==> src/rtl/simon_auto_player_if.sv <==
// Game-side bundle for the autoplayer: LED/status inputs toward the player and
// button/status outputs back to the game core.
interface simon_auto_player_if #(
    parameter int unsigned DEPTH = 5
);
    localparam int unsigned LEN_W = $clog2(DEPTH + 1);

    logic             enable;
    logic             LED1_RED;
    logic             LED2_GREEN;
    logic             LED3_BLUE;
    logic [1:0]       LED4_YELLOW;
    logic             allclear;
    logic [3:0]       buttonOut;
    logic             busy;
    logic [LEN_W-1:0] seqLen;
    logic             overflow;

    modport master (
        output enable, LED1_RED, LED2_GREEN, LED3_BLUE, LED4_YELLOW, allclear,
        input  buttonOut, busy, seqLen, overflow
    );

    modport slave (
        input  enable, LED1_RED, LED2_GREEN, LED3_BLUE, LED4_YELLOW, allclear,
        output buttonOut, busy, seqLen, overflow
    );
endinterface

==> src/rtl/simon_auto_player.sv <==
// Colour-memory autoplayer: records LED flashes during the show, then replays
// them as timed one-hot button presses once the LEDs stay dark long enough.
module simon_auto_player #(
    parameter int unsigned DEPTH        = 5,
    parameter int unsigned PRESS_CYCLES = 4,
    parameter int unsigned GAP_CYCLES   = 4,
    parameter int unsigned IDLE_TIMEOUT = 16
) (
    input logic                clock,
    input logic                reset,
    simon_auto_player_if.slave bus
);
    localparam int unsigned LEN_W  = $clog2(DEPTH + 1);
    localparam int unsigned DARK_W = $clog2(IDLE_TIMEOUT + 1);
    localparam int unsigned PH_MAX = (PRESS_CYCLES > GAP_CYCLES) ? PRESS_CYCLES : GAP_CYCLES;
    localparam int unsigned PH_W   = $clog2(PH_MAX + 1);

    typedef enum logic [2:0] {
        S_IDLE,
        S_CAPTURE,
        S_PRESS,
        S_GAP,
        S_DONE
    } state_t;

    state_t            r_state;
    logic              r_lit_d;
    logic [1:0]        r_buf [DEPTH];
    logic [LEN_W-1:0]  r_wr_ptr;
    logic [LEN_W-1:0]  r_rd_ptr;
    logic [LEN_W-1:0]  r_seq_len;
    logic [DARK_W-1:0] r_dark_cnt;
    logic [PH_W-1:0]   r_phase_cnt;
    logic [3:0]        r_button;
    logic              r_busy;
    logic              r_overflow;

    logic              w_lit;
    logic              w_flash;
    logic [1:0]        w_code;
    logic [LEN_W-1:0]  w_next_rd;
    logic [LEN_W-1:0]  w_last_rd;

    function automatic logic [3:0] one_hot(input logic [1:0] code);
        return 4'b0001 << code;
    endfunction

    always_comb begin
        w_lit     = bus.LED1_RED | bus.LED2_GREEN | bus.LED3_BLUE | (bus.LED4_YELLOW != 2'b00);
        w_flash   = w_lit & ~r_lit_d;
        w_next_rd = r_rd_ptr + LEN_W'(1);
        w_last_rd = r_seq_len - LEN_W'(1);
        // lowest-numbered colour wins when several LEDs light together
        if (bus.LED1_RED)        w_code = 2'd0;
        else if (bus.LED2_GREEN) w_code = 2'd1;
        else if (bus.LED3_BLUE)  w_code = 2'd2;
        else                     w_code = 2'd3;
    end

    always_ff @(posedge clock or posedge reset) begin
        if (reset) begin
            r_state     <= S_IDLE;
            r_lit_d     <= 1'b0;
            r_wr_ptr    <= '0;
            r_rd_ptr    <= '0;
            r_seq_len   <= '0;
            r_dark_cnt  <= '0;
            r_phase_cnt <= '0;
            r_button    <= '0;
            r_busy      <= 1'b0;
            r_overflow  <= 1'b0;
            for (int unsigned i = 0; i < DEPTH; i++) r_buf[i] <= '0;
        end else begin
            r_lit_d <= w_lit;
            if (bus.allclear) begin
                r_state  <= S_DONE;
                r_button <= '0;
                r_busy   <= 1'b0;
            end else if (r_state == S_DONE) begin
                r_state <= S_DONE;
            end else if (!bus.enable) begin
                // overflow is deliberately left sticky across an enable drop
                r_state     <= S_IDLE;
                r_button    <= '0;
                r_busy      <= 1'b0;
                r_wr_ptr    <= '0;
                r_rd_ptr    <= '0;
                r_seq_len   <= '0;
                r_dark_cnt  <= '0;
                r_phase_cnt <= '0;
                for (int unsigned i = 0; i < DEPTH; i++) r_buf[i] <= '0;
            end else begin
                case (r_state)
                    S_IDLE: begin
                        r_state    <= S_CAPTURE;
                        r_dark_cnt <= '0;
                    end
                    S_CAPTURE: begin
                        if (w_flash) begin
                            if (r_seq_len < LEN_W'(DEPTH)) begin
                                r_buf[r_wr_ptr] <= w_code;
                                r_wr_ptr        <= r_wr_ptr + LEN_W'(1);
                                r_seq_len       <= r_seq_len + LEN_W'(1);
                            end else begin
                                r_overflow <= 1'b1;
                            end
                        end
                        if (w_lit) begin
                            r_dark_cnt <= '0;
                        end else if (r_seq_len != '0) begin
                            if (r_dark_cnt == DARK_W'(IDLE_TIMEOUT - 1)) begin
                                r_state     <= S_PRESS;
                                r_rd_ptr    <= '0;
                                r_dark_cnt  <= '0;
                                r_phase_cnt <= '0;
                                r_button    <= one_hot(r_buf[0]);
                                r_busy      <= 1'b1;
                            end else begin
                                r_dark_cnt <= r_dark_cnt + DARK_W'(1);
                            end
                        end
                    end
                    S_PRESS: begin
                        if (r_phase_cnt == PH_W'(PRESS_CYCLES - 1)) begin
                            r_state     <= S_GAP;
                            r_phase_cnt <= '0;
                            r_button    <= '0;
                        end else begin
                            r_phase_cnt <= r_phase_cnt + PH_W'(1);
                        end
                    end
                    S_GAP: begin
                        if (r_phase_cnt == PH_W'(GAP_CYCLES - 1)) begin
                            r_phase_cnt <= '0;
                            if (r_rd_ptr == w_last_rd) begin
                                r_state    <= S_CAPTURE;
                                r_seq_len  <= '0;
                                r_wr_ptr   <= '0;
                                r_rd_ptr   <= '0;
                                r_dark_cnt <= '0;
                                r_busy     <= 1'b0;
                            end else begin
                                r_state  <= S_PRESS;
                                r_rd_ptr <= w_next_rd;
                                r_button <= one_hot(r_buf[w_next_rd]);
                            end
                        end else begin
                            r_phase_cnt <= r_phase_cnt + PH_W'(1);
                        end
                    end
                    default: r_state <= S_IDLE;
                endcase
            end
        end
    end

    assign bus.buttonOut = r_button;
    assign bus.busy      = r_busy;
    assign bus.seqLen    = r_seq_len;
    assign bus.overflow  = r_overflow;
endmodule

==> src/flat_wrapper.sv <==
// flat-port wrapper written by rule: the top's interface ports become plain ports
module simon_auto_player_flat 
#(
    parameter int unsigned DEPTH        = 5,
    parameter int unsigned PRESS_CYCLES = 4,
    parameter int unsigned GAP_CYCLES   = 4,
    parameter int unsigned IDLE_TIMEOUT = 16
)
  (clock, reset, bus_enable, bus_LED1_RED, bus_LED2_GREEN, bus_LED3_BLUE, bus_LED4_YELLOW, bus_allclear, bus_buttonOut, bus_busy, bus_seqLen, bus_overflow);
  simon_auto_player_if #(.DEPTH(DEPTH)) bus_i ();
  input logic clock;
  input logic reset;
  input wire logic [$bits(bus_i.enable)-1:0] bus_enable;
  input wire logic [$bits(bus_i.LED1_RED)-1:0] bus_LED1_RED;
  input wire logic [$bits(bus_i.LED2_GREEN)-1:0] bus_LED2_GREEN;
  input wire logic [$bits(bus_i.LED3_BLUE)-1:0] bus_LED3_BLUE;
  input wire logic [$bits(bus_i.LED4_YELLOW)-1:0] bus_LED4_YELLOW;
  input wire logic [$bits(bus_i.allclear)-1:0] bus_allclear;
  output wire logic [$bits(bus_i.buttonOut)-1:0] bus_buttonOut;
  output wire logic [$bits(bus_i.busy)-1:0] bus_busy;
  output wire logic [$bits(bus_i.seqLen)-1:0] bus_seqLen;
  output wire logic [$bits(bus_i.overflow)-1:0] bus_overflow;
  assign bus_i.enable = bus_enable;
  assign bus_i.LED1_RED = bus_LED1_RED;
  assign bus_i.LED2_GREEN = bus_LED2_GREEN;
  assign bus_i.LED3_BLUE = bus_LED3_BLUE;
  assign bus_i.LED4_YELLOW = bus_LED4_YELLOW;
  assign bus_i.allclear = bus_allclear;
  assign bus_buttonOut = bus_i.buttonOut;
  assign bus_busy = bus_i.busy;
  assign bus_seqLen = bus_i.seqLen;
  assign bus_overflow = bus_i.overflow;
  simon_auto_player #(.DEPTH(DEPTH), .PRESS_CYCLES(PRESS_CYCLES), .GAP_CYCLES(GAP_CYCLES), .IDLE_TIMEOUT(IDLE_TIMEOUT)) u_core (.clock(clock), .reset(reset), .bus(bus_i));
endmodule
==> config.mk <==
export PLATFORM = sky130hd
export DESIGN_NAME = simon_auto_player_flat
export DESIGN_NICKNAME = d
export VERILOG_FILES = /design/src/rtl/simon_auto_player_if.sv /design/src/rtl/simon_auto_player.sv /design/src/flat_wrapper.sv
export SDC_FILE = /design/constraint.sdc
export NUM_CORES = 1
export LEC_CHECK = 0
export BUFFER_PORTS_ARGS = -buffer_cell sky130_fd_sc_hd__buf_4
export CAP_MARGIN = 10
export CORE_MARGIN = 2
export CORE_UTILIZATION = 50
export DETAILED_ROUTE_END_ITERATION = 10
export GPL_ROUTABILITY_DRIVEN = 0
export PLACE_DENSITY_LB_ADDON = 0.08
export SYNTH_ARGS = -nofsm -noshare
export SYNTH_HDL_FRONTEND = slang
export SYNTH_SLANG_ARGS = --single-unit
==> constraint.sdc <==
create_clock -name clock -period 7.5 [get_ports clock]
set_clock_uncertainty 0.15 [all_clocks]
set_input_delay 0.375 -clock clock [delete_from_list [all_inputs] [get_ports clock]]
set_output_delay 0.375 -clock clock [all_outputs]
set_load 0.01 [all_outputs]
# After elaboration in Yosys (flattened, before gate mapping)
# Index checks and enable logic that the tools add are counted.
# W data, S select, Z words.
dict set report totals {
  ff_bits 37
  out_inout_bits 9
  elab_cells 156
}
dict set report op_classes {
  add_sub_neg 6
  order_cmp 4
  n_eq_ne 36
  n_shift 2
  muxes 69
  bitwise_logic 10
  reduce_logical 14
}
# operator count
set ops {}
lappend ops {{$mux W3} 24}
lappend ops {{$mux W10} 4}
lappend ops {{$mux W4} 9}
lappend ops {{$mux W5} 6}
lappend ops {{$pmux W3 S2} 4}
lappend ops {{$ne A3 B2 Y1 const B} 7}
lappend ops {{$reduce_and A7 Y1} 3}
lappend ops {{$ne A4 B3 Y1 const B} 5}
lappend ops {{$ne A5 B3 Y1 const B} 4}
lappend ops {{$reduce_and A6 Y1} 3}
lappend ops {{$pmux W5 S3} 1}
lappend ops {{$add A3 B1 Y3 const B} 4}
lappend ops {{$mux W2} 6}
lappend ops {{$pmux W3 S4} 1}
lappend ops {{$pmux W4 S3} 1}
lappend ops {{$bwmux W10} 1}
lappend ops {{$reduce_and A5 Y1} 2}
lappend ops {{$eq A3 B2 Y1 const B} 3}
lappend ops {{$mux W1} 9}
lappend ops {{$ge A4 B4 Y1 const B} 2}
lappend ops {{$ne A4 B1 Y1 const B} 2}
lappend ops {{$ne A4 B4 Y1 const B} 2}
lappend ops {{$not A3 Y4} 2}
lappend ops {{$reduce_and A8 Y1} 1}
lappend ops {{other kinds (27)} 35}

# Logic depth before layout (Yosys ltp)
# Gate-level depths: netlist of the first run.
dict set report logic_depth {
  depth_word 12
  depth_mapped 8
}

# Least setup slack after synthesis of the first run
# No wires, ideal clock.
dict set report synth_path {
  kind {flip-flop to flip-flop}
  start {register u_core.r_seq_len[0] (netlist: u_core.bus.seqLen[0])}
  end {register u_core.r_seq_len[2] (netlist: u_core.bus.seqLen[2])}
  t_arrival_ns 2.420
  required_time_ns 7.240
  path_slack_ns 4.820
  path_stages_with_launch 9
  period_less_slack_ns 2.680
  cell_sequence {dfrtp_1 -> inv_1 -> ha_1 -> ha_1 -> xor2_1 -> a311oi_1 -> a2111o_1 -> or2_0 -> o41ai_1}
}
dict set report synth_via {
  elab_chain_cells 5
  word_cells_on_any_way 11
  classes_between {add/sub (2); order compare (1); eq/ne (3); mux (4); reduce/logical (1)}
}
# element line_no
set synth_rtl {}
lappend synth_rtl {{start: declaration} simon_auto_player.sv:31} ;# logic [LEN_W-1:0] r_seq_len;
lappend synth_rtl {{start signal: assignment} simon_auto_player.sv:103} ;# r_seq_len <= r_seq_len + LEN_W'(1);
lappend synth_rtl {{parallel branches: the longest is 5 deep, another holds $sub A3 B1 Y3} -}
# Parallel ways; which one is timed is not known. The select of a mux whose other input is x is not followed.
# A chain may end at the register's enable or synchronous reset.

# Worst setup path after layout of the first run
dict set report layout_path {
  start {register u_core.r_seq_len[0] (netlist: u_core.bus.seqLen[0])}
  end {register u_core.r_wr_ptr[2]}
}
dict set report layout_via {
  elab_chain_cells 4
  word_cells_on_any_way 6
  classes_between {add/sub (1); order compare (1); eq/ne (3); reduce/logical (1)}
}
# element line_no
set layout_rtl {}
lappend layout_rtl {{$sub A3 B1 Y3} simon_auto_player.sv:52} ;# w_last_rd = r_seq_len - LEN_W'(1);
lappend layout_rtl {{$eq A3 B3 Y1} simon_auto_player.sv:135} ;# if (r_rd_ptr == w_last_rd) begin
lappend layout_rtl {{$ne A3 B2 Y1 (no source line)} -}
lappend layout_rtl {{$reduce_and A7 Y1 (no source line) (*)} -}
lappend layout_rtl {{end signal: assignment} simon_auto_player.sv:102} ;# r_wr_ptr <= r_wr_ptr + LEN_W'(1);
lappend layout_rtl {{end: declaration} simon_auto_player.sv:29} ;# logic [LEN_W-1:0] r_wr_ptr;
# Every way passes the cells marked *; elsewhere a longest branch is shown, timed or not.

==> flow_summary.toml, run 1 <==
[critical_path]
path_class = "reg2reg"
r2r_start = "u_core.bus.seqLen[0]$_DFFE_PP0P_"
cpLargestDelayFamily = "compound AO/OA/AOI/OAI gates"
worstPathArrival_ns = 3.14
r2r_end = "u_core.r_wr_ptr[2]$_DFFE_PP0P_"
worstRegToRegCells = 8
crit_chain = "inv_1 > ha_1 > ha_1 > xor2_1 > a311oi_1 > a2111o_1 > or2_0 > o41ai_1"
critPathMaxFanout = 7
endpoint_kind = "register"
max_stage_delay_ns = 0.54
cpMostUsedCell = "ha_1"
cp_num_buf_inv = 1
crit_slowest_cell = "a2111o_1"
cp.required_ns = 7.54
rrSetupSlack_ns = 4.40
cp-start-kind = "register"

[power]
seqPwrFrac = 0.495
powerDensity_nw_per_um2 = 163
p_int_mw = 0.313
share_comb_of_total_power = 0.078
p_leak_nw = 1.14
power_switching_mw = 0.102
irDropWorstVdd_mv = 0.101
p_total_mw = 0.415
switching_share = 0.246
clkPwrFrac = 0.428

[die]
io_pins = 18
placement_rows = 24
die_x_um = 71.3
coreArea_um2 = 4350
start_util = 0.520
design.die.area_um2 = 5080
die_h_um = 71.3

[clocking]
cts_buffer_depth = 2
cts_tree = "done"
cts-hold-fix-buffers = 0
cts-root-buf = "clkbuf_8"
cts_made_buffers = 5
ctsHtreeMaxLevel = 2
cts_resized = 0
post_cts_buffers = 0
cts.sinks = 37
path_clk_slew_ns = 0.09
clk_latency_ns = 0.30

[logic_synthesis]
ys.flop_type = "dfrtp_1"
yosys-top-cells-area = "dfrtp_1 (41%), ha_1 (3.9%), mux2_2 (3.5%)"
netlist_area_um2 = 2260
synth_top_cell_by_area = "dfrtp_1"
synthesis.instances = 232
avgSynthCellArea_um2 = 9.75
synth_top_cell_area_share = 0.409
yosysSeqAreaShare = 0.409
yosysWarnings = 0
synth_cell_type_count = 58
postSynth.asyncResetShare = 1.00
syn_nets = 248
ys_seq_elements = 37
synth_edf_count = 0

[route]
ant_nets = 0
totalWireLength_um = 5060
drtIter0Drc = 95
drc = 0
wl_per_cell_um = 16.8
vias = 1865
dr.pass1.iters = 4
via_per_inst = 6.20

[layout]
fin_nets = 264
final_cells = 301
utilization = 0.584
regArea_um2 = 926
drive_above_1_share = 0.181
multi_input_area_um2 = 1230
fin_area_um2 = 2540
antenna-diode-count = 0
fillCellCount = 399
syn_to_final_growth_pct = 12.4

[sta]
setup_viol = 0
rsz0062_at_grt = "no"
drv_slew = 0
tns_ns = 0
finalCriticalPeriod_ns = 3.10
fmax_mhz = 323
maxSlewHeadroom = 0.342
fin_crit_sh = 0.413
max_slew.worst_pin.slew_ns = 0.974
timing.final.hold_violations = 0

[placement]
dpl.hpwl_um = 3640
io_buffers = 17
dpl_cell_area_um2 = 2430
placed_cells = 293

[global_routing]
grt_pass1_vias = 1828
grt_start_max_net_pins = 38
antenna_found_initial = 0
grt_pass1_wl_um = 8980
grt_use_total = 0.221
grt_overflow_total = 0

[outcome]
outcome = "completed"

[worst_hold_path]
hold_class = "in2async"

[run]
max_cap_violations = 0
==> Yosys cell counts, drive strengths merged, types with 3 or more instances <==
library cell and n:
o211ai 3, o41ai 4, nor3b 4, mux2i 3, nor2b 6, ha 7
nand2 8, o31ai 5, and3b 3, nand2b 4, a22o 10, inv 17
a31oi 3, nor4b 4, nand3b 3, dfrtp 37, xor2 4, a21oi 8
clkbuf 9, nor2 10, nand3 6, nor3 9, o21a 3, mux2 7
o21ai 12, nor4 6, a21o 7
==> power by group through the flow <==
stage | Sequential, mW | Combinational, mW | Clock [mW]
after floorplan | 0.209 | 0.0193 | 0
after global placement | 0.209 | 0.0325 | 0
after detailed placement | 0.209 | 0.0323 | 0
after CTS | 0.205 | 0.0325 | 0.182
after global routing | 0.206 | 0.0360 | 0.189
final | 0.205 | 0.0321 | 0.177
==> cells by family (layout without fill, tap and decap cells) <==
logic type,Yosys count,after routing,synth area share
AND/OR/NAND/NOR,74,74,0.204
XOR/XNOR,4,4,0.0155
multiplexers,10,10,0.0481
flip-flops,37,37,0.409
buffers and inverters,27,44,0.0465
AO/OA/AOI/OAI,72,72,0.233
adder cells (fa/ha/maj),8,8,0.0431
==> cell type report <==
| type | count | area share |
|---|---|---|
| Clock inverter | 3 | 0.0182 |
| Clock buffer | 5 | 0.0271 |
| Inverter | 17 | 0.0251 |
| Tap cell | 52 | 0.0256 |
| Sequential cell | 37 | 0.364 |
| Timing Repair Buffer | 19 | 0.0561 |
| Multi-Input combinational cell | 168 | 0.484 |
==> through the flow <==
| stage | worst slack [ns] | hold WS (ns) |
|---|---|---|
| 3_5_place_dp | 4.48 | 0.323 |
| 6_report | 4.40 | 0.0303 |
| 4_1_cts | 4.45 | 0.0590 |
| 3_3_place_gp | 4.50 | 0.314 |
| 2_1_floorplan | 4.82 | 0.298 |
| 5_1_grt | 4.17 | 0.0872 |
==> cells in the final DEF, fill, tap and decap left out, drive strengths merged, types with 6 or more instances in the layout <==
cell type  count
dfrtp         37
buf           19
inv           17
o21ai         12
nor2          10
a22o          10
nor3           9
a21oi          8
nand2          8
a21o           7
mux2           7
ha             7
nand3          6
nor4           6
nor2b          6
==> metal layers <==
metal  global-route usage  vias to the layer above  part of all wire
li1                     -                      915                 -
met1                0.336                      903              0.52
met2                0.316                       39              0.42
met3               0.0492                        8             0.045
met4               0.0608                        0             0.012
met5                    0                        -                 0
==> state kept, by name, indices dropped and copies added (netlist names), 3 cells and up <==
signal / flops
u_core.bus.buttonOut: 4
u_core.r_wr_ptr: 3
u_core.r_dark_cnt: 5
u_core.r_state: 3
u_core.r_buf: 10
u_core.bus.seqLen: 3
u_core.r_phase_cnt: 3
u_core.r_rd_ptr: 3
==> worst max-delay path by stage <==
stage / startpoint / end / slack, ns / depth (start not counted)
final: u_core.bus.seqLen[0]$_DFFE_PP0P_ / u_core.r_wr_ptr[2]$_DFFE_PP0P_ / 4.40 / 8
after global routing: u_core.bus.seqLen[0]$_DFFE_PP0P_ / u_core.r_wr_ptr[2]$_DFFE_PP0P_ / 4.17 / 8
after floorplan: u_core.bus.seqLen[0]$_DFFE_PP0P_ / u_core.bus.seqLen[2]$_DFFE_PP0P_ / 4.82 / 8
after CTS: u_core.bus.seqLen[0]$_DFFE_PP0P_ / u_core.r_wr_ptr[2]$_DFFE_PP0P_ / 4.45 / 8
after detailed placement: u_core.bus.seqLen[0]$_DFFE_PP0P_ / u_core.r_wr_ptr[2]$_DFFE_PP0P_ / 4.48 / 8
after global placement: u_core.bus.seqLen[0]$_DFFE_PP0P_ / u_core.r_wr_ptr[2]$_DFFE_PP0P_ / 4.50 / 8
==> tightest hold or removal path: stages <==
cell and delay (ns):
buf_4 0.11, inv_1 0.04, buf_4 0.40
Power figures use the tool's default switching activity.
==> run 2, diff against run 1 <==
Settings changed: ABC_AREA set to 1.
Clock period 7.5 ns to 3.2 ns, I/O delays scaled along.
==> run 2 against run 1 <==
Effect of this change: critical endpoint is now u_core.bus.seqLen[1]$_DFFE_PP0P_; sequential power grew to 2.5 times the previous value; critical path depth grew 4; largest power group unchanged; largest cell class unchanged; hold slack gained 0.042 ns; combinational power grew to 6.1 times the previous value; die area grew 4.1%.
==> flow_summary.toml, run 2 <==
[global_routing]
grt_use_total = 0.215
antenna_found_initial = 0
grt_pass1_vias = 1875
grt_start_max_net_pins = 38
grt_overflow_total = 0
grt_pass1_wl_um = 8690

[layout]
top_register = "u_core.r_buf"
fin_nets = 373
syn_to_final_growth_pct = 12.8
drive_above_1_share = 0.151
utilization = 0.599
largest_reg_flops = 10
final_cells = 410
layout_commonest_cell = "nand2_1"
antenna-diode-count = 0
final_cell_mix = "nand2_1 (115), nand3_1 (43), inv_1 (38), dfrtp_1 (37), nor2_1 (28)"

[clocking]
path_clk_slew_ns = 0.08
cts-root-buf = "clkbuf_8"
cts_tree = "done"
cts.sinks = 37
cts_buffer_depth = 2
cts_resized = 0
clk_latency_ns = 0.30
ctsHtreeMaxLevel = 2
cts_made_buffers = 5

[logic_synthesis]
synthesis.instances = 335
synth_edf_count = 0
syn_nets = 351
netlist_area_um2 = 2360
ys.flop_type = "dfrtp_1"
yosysSeqAreaShare = 0.392
yosysWarnings = 0
ys_seq_elements = 37
synth_top_cell_area_share = 0.392
synth_cell_type_count = 31
synth_top_cell_by_area = "dfrtp_1"
synth_common_cells = "nand2_1 (115), nand3_1 (43), inv_1 (38)"
yosys-top-cells-area = "dfrtp_1 (39%), nand2_1 (18%), nand3_1 (9.1%)"
postSynth.asyncResetShare = 1.00
avgSynthCellArea_um2 = 7.04
yosysMostFrequentCell = "nand2_1"

[critical_path]
cp-start-kind = "register"
max_stage_delay_ns = 0.43
rrSetupSlack_ns = 0.85
cpLargestDelayFamily = "simple AND/OR/NAND/NOR gates"
crit_chain = "inv_1 > ha_1 > ha_1 > inv_1 > nand2_1 > nand2_1 > nor2_2 > nand2_1 > nand3_2 > nand2_1 > nor2_2 > o21ai_0"
endpoint_kind = "register"
cpMostUsedCell = "nand2_1"
cp.required_ns = 3.22
worstRegToRegCells = 12
path_class = "reg2reg"
critPathMaxFanout = 12
r2r_start = "u_core.bus.seqLen[0]$_DFFE_PP0P_"
worstPathArrival_ns = 2.38
cp_num_buf_inv = 2
r2r_end = "u_core.bus.seqLen[1]$_DFFE_PP0P_"
crit_slowest_cell = "dfrtp_1"

[placement]
dpl.hpwl_um = 3840
placed_cells = 400
placement.setup.worst_slack_ns = 0.858
io_buffers = 17

[die]
design.die.area_um2 = 5290
placement_rows = 24
die_x_um = 72.7
io_pins = 18
coreArea_um2 = 4440
die_h_um = 72.7
start_util = 0.531

[route]
dr.pass1.iters = 4
wl_per_cell_um = 12.5
drtIter0Drc = 153
vias = 2075
totalWireLength_um = 5140
ant_nets = 0
drc = 0
via_per_inst = 5.06

[sta]
setup_viol = 0
max_slew.worst_pin.slew_ns = 0.743
finalCriticalPeriod_ns = 2.35
maxSlewHeadroom = 0.502
fin_crit_sh = 0.735
timing.final.hold_violations = 0
drv_slew = 0
timing.final.ws_setup_ns = 0.848
fmax_mhz = 425
tns_ns = 0
rsz0062_at_grt = "no"

[power]
p_total_mw = 1.15
irDropWorstVdd_mv = 0.229
powerDensity_nw_per_um2 = 431
p_leak_nw = 1.41

[worst_hold_path]
hold_class = "in2reg"
hold_end = "u_core.r_dark_cnt[0]$_DFFE_PP0P_"
hold_start = "bus_enable"
whs_path_depth = 3

[run]
max_cap_violations = 0

[outcome]
outcome = "completed"
==> run 2: report_power, final <==
part           switching (mW)  internal, mW
clock network           0.181         0.254
logic                   0.116        0.0800
registers              0.0266         0.489
total                   0.323         0.823
==> run 2: stage by stage <==
step / hold slack (ns) / area [um2]
final: 0.0722 / 2660
after global placement: 0.158 / 2520
after floorplan: 0.123 / 2360
after global routing: 0.0948 / 2660
after CTS: 0.0619 / 2660
after detailed placement: 0.167 / 2520
==> run 2: kinds of logic (layout without fill, tap and decap cells) <==
group	after synthesis	in the layout	synth area share
AND/OR/NAND/NOR	216	216	0.410
buffers and inverters	49	72	0.0880
flip-flops	37	37	0.392
AO/OA/AOI/OAI	22	22	0.0573
adder cells (fa/ha/maj)	7	7	0.0371
XOR/XNOR	4	4	0.0148
==> run 2: how the worst max path moves through the flow <==
stage                                             endpoint  slack (ns)  cells after the start                        startpoint
after floorplan           u_core.bus.seqLen[0]$_DFFE_PP0P_        1.09                     13  u_core.bus.seqLen[0]$_DFFE_PP0P_
after global placement    u_core.bus.seqLen[2]$_DFFE_PP0P_        0.94                     12  u_core.bus.seqLen[0]$_DFFE_PP0P_
after detailed placement  u_core.bus.seqLen[1]$_DFFE_PP0P_        0.86                     12  u_core.bus.seqLen[0]$_DFFE_PP0P_
after CTS                 u_core.bus.seqLen[1]$_DFFE_PP0P_        0.86                     12  u_core.bus.seqLen[0]$_DFFE_PP0P_
after global routing      u_core.bus.seqLen[1]$_DFFE_PP0P_        0.62                     12  u_core.bus.seqLen[0]$_DFFE_PP0P_
final                     u_core.bus.seqLen[1]$_DFFE_PP0P_        0.85                     12  u_core.bus.seqLen[0]$_DFFE_PP0P_
==> run 2: layer usage <==
| layer | up-vias | global-route usage | part of all wire |
|---|---|---|---|
| met5 | - | 0 | 0 |
| met2 | 52 | 0.332 | 0.45 |
| li1 | 1103 | - | - |
| met3 | 11 | 0.0373 | 0.050 |
| met4 | 0 | 0.0782 | 0.019 |
| met1 | 909 | 0.303 | 0.48 |
==> run 2: area by class of cell <==
type | count | area (um2)
fill | 427 | 1780
multi-input combinational | 249 | 1230
sequential | 37 | 926
inverter | 44 | 169
timing repair buffer | 20 | 155
clock buffer | 6 | 82.6
tap | 52 | 65.1
clock inverter | 2 | 37.5
==> run 2: tightest hold or removal path, stage by stage <==
cell,delay (ns)
buf_4,0.17
nand3_1,0.10
nand2_1,0.05
==> run 2: repair_timing <==
action / CTS / global route
hold buffers: 2 / 0
setup buffers: 0 / 0
hold endpoints to repair: 38 / 0
==> run 3, diff against run 2 <==
Clock period 3.2 ns to 2.1 ns, I/O delays scaled along.
==> run 3 against run 2 <==
Effect of this change: largest power group unchanged; total power is 42% higher; hold slack worse by 0.047 ns; worst setup slack worse by 0.74 ns; register-to-register slack worse by 0.74 ns; clock power is 13% higher; count of clock-buffer cells in the layout is 2 higher; non-clock buffer count is 8 higher; utilization is 1.7 points higher; highest routed layer unchanged; global-route usage is 0.27 points higher; cell area is 2.8% higher; combinational power is 81% higher; wire length is 1.6% higher.
==> flow_summary.toml, run 3 (synthesized netlist as in run 2, its figures left out) <==
[outcome]
outcome = "completed"

[route]
dr.pass1.iters = 5
drtIter0Drc = 193
drc = 0
vias = 2187
ant_nets = 0
via_per_inst = 5.23
totalWireLength_um = 5220
wl_per_cell_um = 12.5

[placement]
placed_cells = 407
io_buffers = 17
dpl.hpwl_um = 3940
dpl_cell_area_um2 = 2590
placement.setup.worst_slack_ns = 0.0384

[worst_hold_path]
hold_start = "bus_enable"
whs_path_depth = 3
hold_class = "in2reg"
hold_end = "u_core.r_state[1]$_DFFE_PP0P_"

[layout]
final_cells = 418
utilization = 0.615
final_cell_mix = "nand2_1 (112), nand3_1 (43), dfrtp_1 (37), inv_1 (36), nor2_1 (28)"
antenna-diode-count = 0
largest_reg_flops = 10
top_register = "u_core.r_buf"
drive_above_1_share = 0.183
fin_nets = 381
syn_to_final_growth_pct = 15.9
fin_area_um2 = 2740
layout_commonest_cell = "nand2_1"

[critical_path]
endpoint_kind = "register"
r2r_end = "u_core.bus.buttonOut[0]$_DFFE_PP0P_"
critPathMaxFanout = 5
path_class = "reg2reg"
cp-start-kind = "register"
cp.required_ns = 2.13
rrSetupSlack_ns = 0.11
worstRegToRegCells = 10
worstPathArrival_ns = 2.02
r2r_start = "u_core.r_dark_cnt[0]$_DFFE_PP0P_"

[die]
die_x_um = 72.7
die_h_um = 72.7
coreArea_um2 = 4440
io_pins = 18
placement_rows = 24
start_util = 0.531
design.die.area_um2 = 5290

[global_routing]
grt_start_max_net_pins = 38
grt_pass1_wl_um = 8790
antenna_found_initial = 0
grt_use_total = 0.217
grt_pass1_vias = 1897
grt_overflow_total = 0

[clocking]
cts_tree = "done"
path_clk_slew_ns = 0.08
cts-root-buf = "clkbuf_8"
cts_made_buffers = 5
cts_buffer_depth = 2
ctsHtreeMaxLevel = 2
clk_latency_ns = 0.30
cts.sinks = 37

[sta]
maxSlewHeadroom = 0.692
whs_ns = 0.0247
fmax_mhz = 502
setup_viol = 0
timing.final.ws_setup_ns = 0.110
drv_slew = 0
finalCriticalPeriod_ns = 1.99
timing.final.hold_violations = 0
max_slew.worst_pin.slew_ns = 0.458
fin_crit_sh = 0.948

[power]
powerDensity_nw_per_um2 = 595
p_leak_nw = 1.44
irDropWorstVdd_mv = 0.387

[run]
max_cap_violations = 0
[run 3: cell type report]
cell class	count	area (um2)
Inverter	44	169
Multi-Input combinational cell	249	1270
Fill cell	432	1710
Timing Repair Buffer	28	228
Sequential cell	37	926
Clock buffer	8	80.1
Tap cell	52	65.1
[run 3: power by group]
group	switching (mW)	total, mW	internal, mW
clock	0.254	0.490	0.236
sequential	0.0366	0.783	0.746
combinational	0.200	0.355	0.155
total	0.490	1.63	1.14
[run 3: critical path: stages, from the launching register on]
cell and delay (ns):
dfrtp_1 0.40, ha_1 0.20, nand3_1 0.12, nor2_1 0.20, nand2_1 0.11, nand3_1 0.11, nand2_1 0.12, nor2_2 0.26
inv_2 0.09, nand2_1 0.06, nand2_1 0.05
[run 3: what timing repair did]
action / 4_1_cts / 5_1_grt
resized for setup: 0 / 13
setup endpoints to repair: 0 / 13
endpoints found under the hold margin: 38 / 0
setup buffers: 0 / 1
hold buffers: 2 / 0
[run 3: worst max path at each step]
stage	start	to	slack (ns)	cells past startpoint
3_3_place_gp	u_core.bus.seqLen[0]$_DFFE_PP0P_	u_core.r_dark_cnt[1]$_DFFE_PP0P_	0.08	14
2_1_floorplan	u_core.bus.seqLen[0]$_DFFE_PP0P_	u_core.r_dark_cnt[0]$_DFFE_PP0P_	0.01	14
3_5_place_dp	u_core.bus.seqLen[1]$_DFFE_PP0P_	u_core.r_dark_cnt[1]$_DFFE_PP0P_	0.04	14
4_1_cts	u_core.bus.seqLen[1]$_DFFE_PP0P_	u_core.r_dark_cnt[1]$_DFFE_PP0P_	0.01	14
5_1_grt	u_core.bus.seqLen[0]$_DFFE_PP0P_	u_core.r_dark_cnt[2]$_DFFE_PP0P_	-0.0004	14
6_report	u_core.r_dark_cnt[0]$_DFFE_PP0P_	u_core.bus.buttonOut[0]$_DFFE_PP0P_	0.11	10
[run 3: routing by layer]
metal / up-vias / track usage / wire length (um)
met4: 0 / 0.0679 / 76
met1: 1013 / 0.300 / 2510
met5: - / 0 / 0
met2: 51 / 0.344 / 2400
met3: 7 / 0.0456 / 236
li1: 1116 / - / -
[run 3: per-stage QoR]
stage                TNS (ns)  power (mW)
floorplan                   0        1.00
global placement            0        1.12
detailed placement          0        1.13
CTS                         0        1.62
global route        -0.000400        1.72
finish                      0        1.63
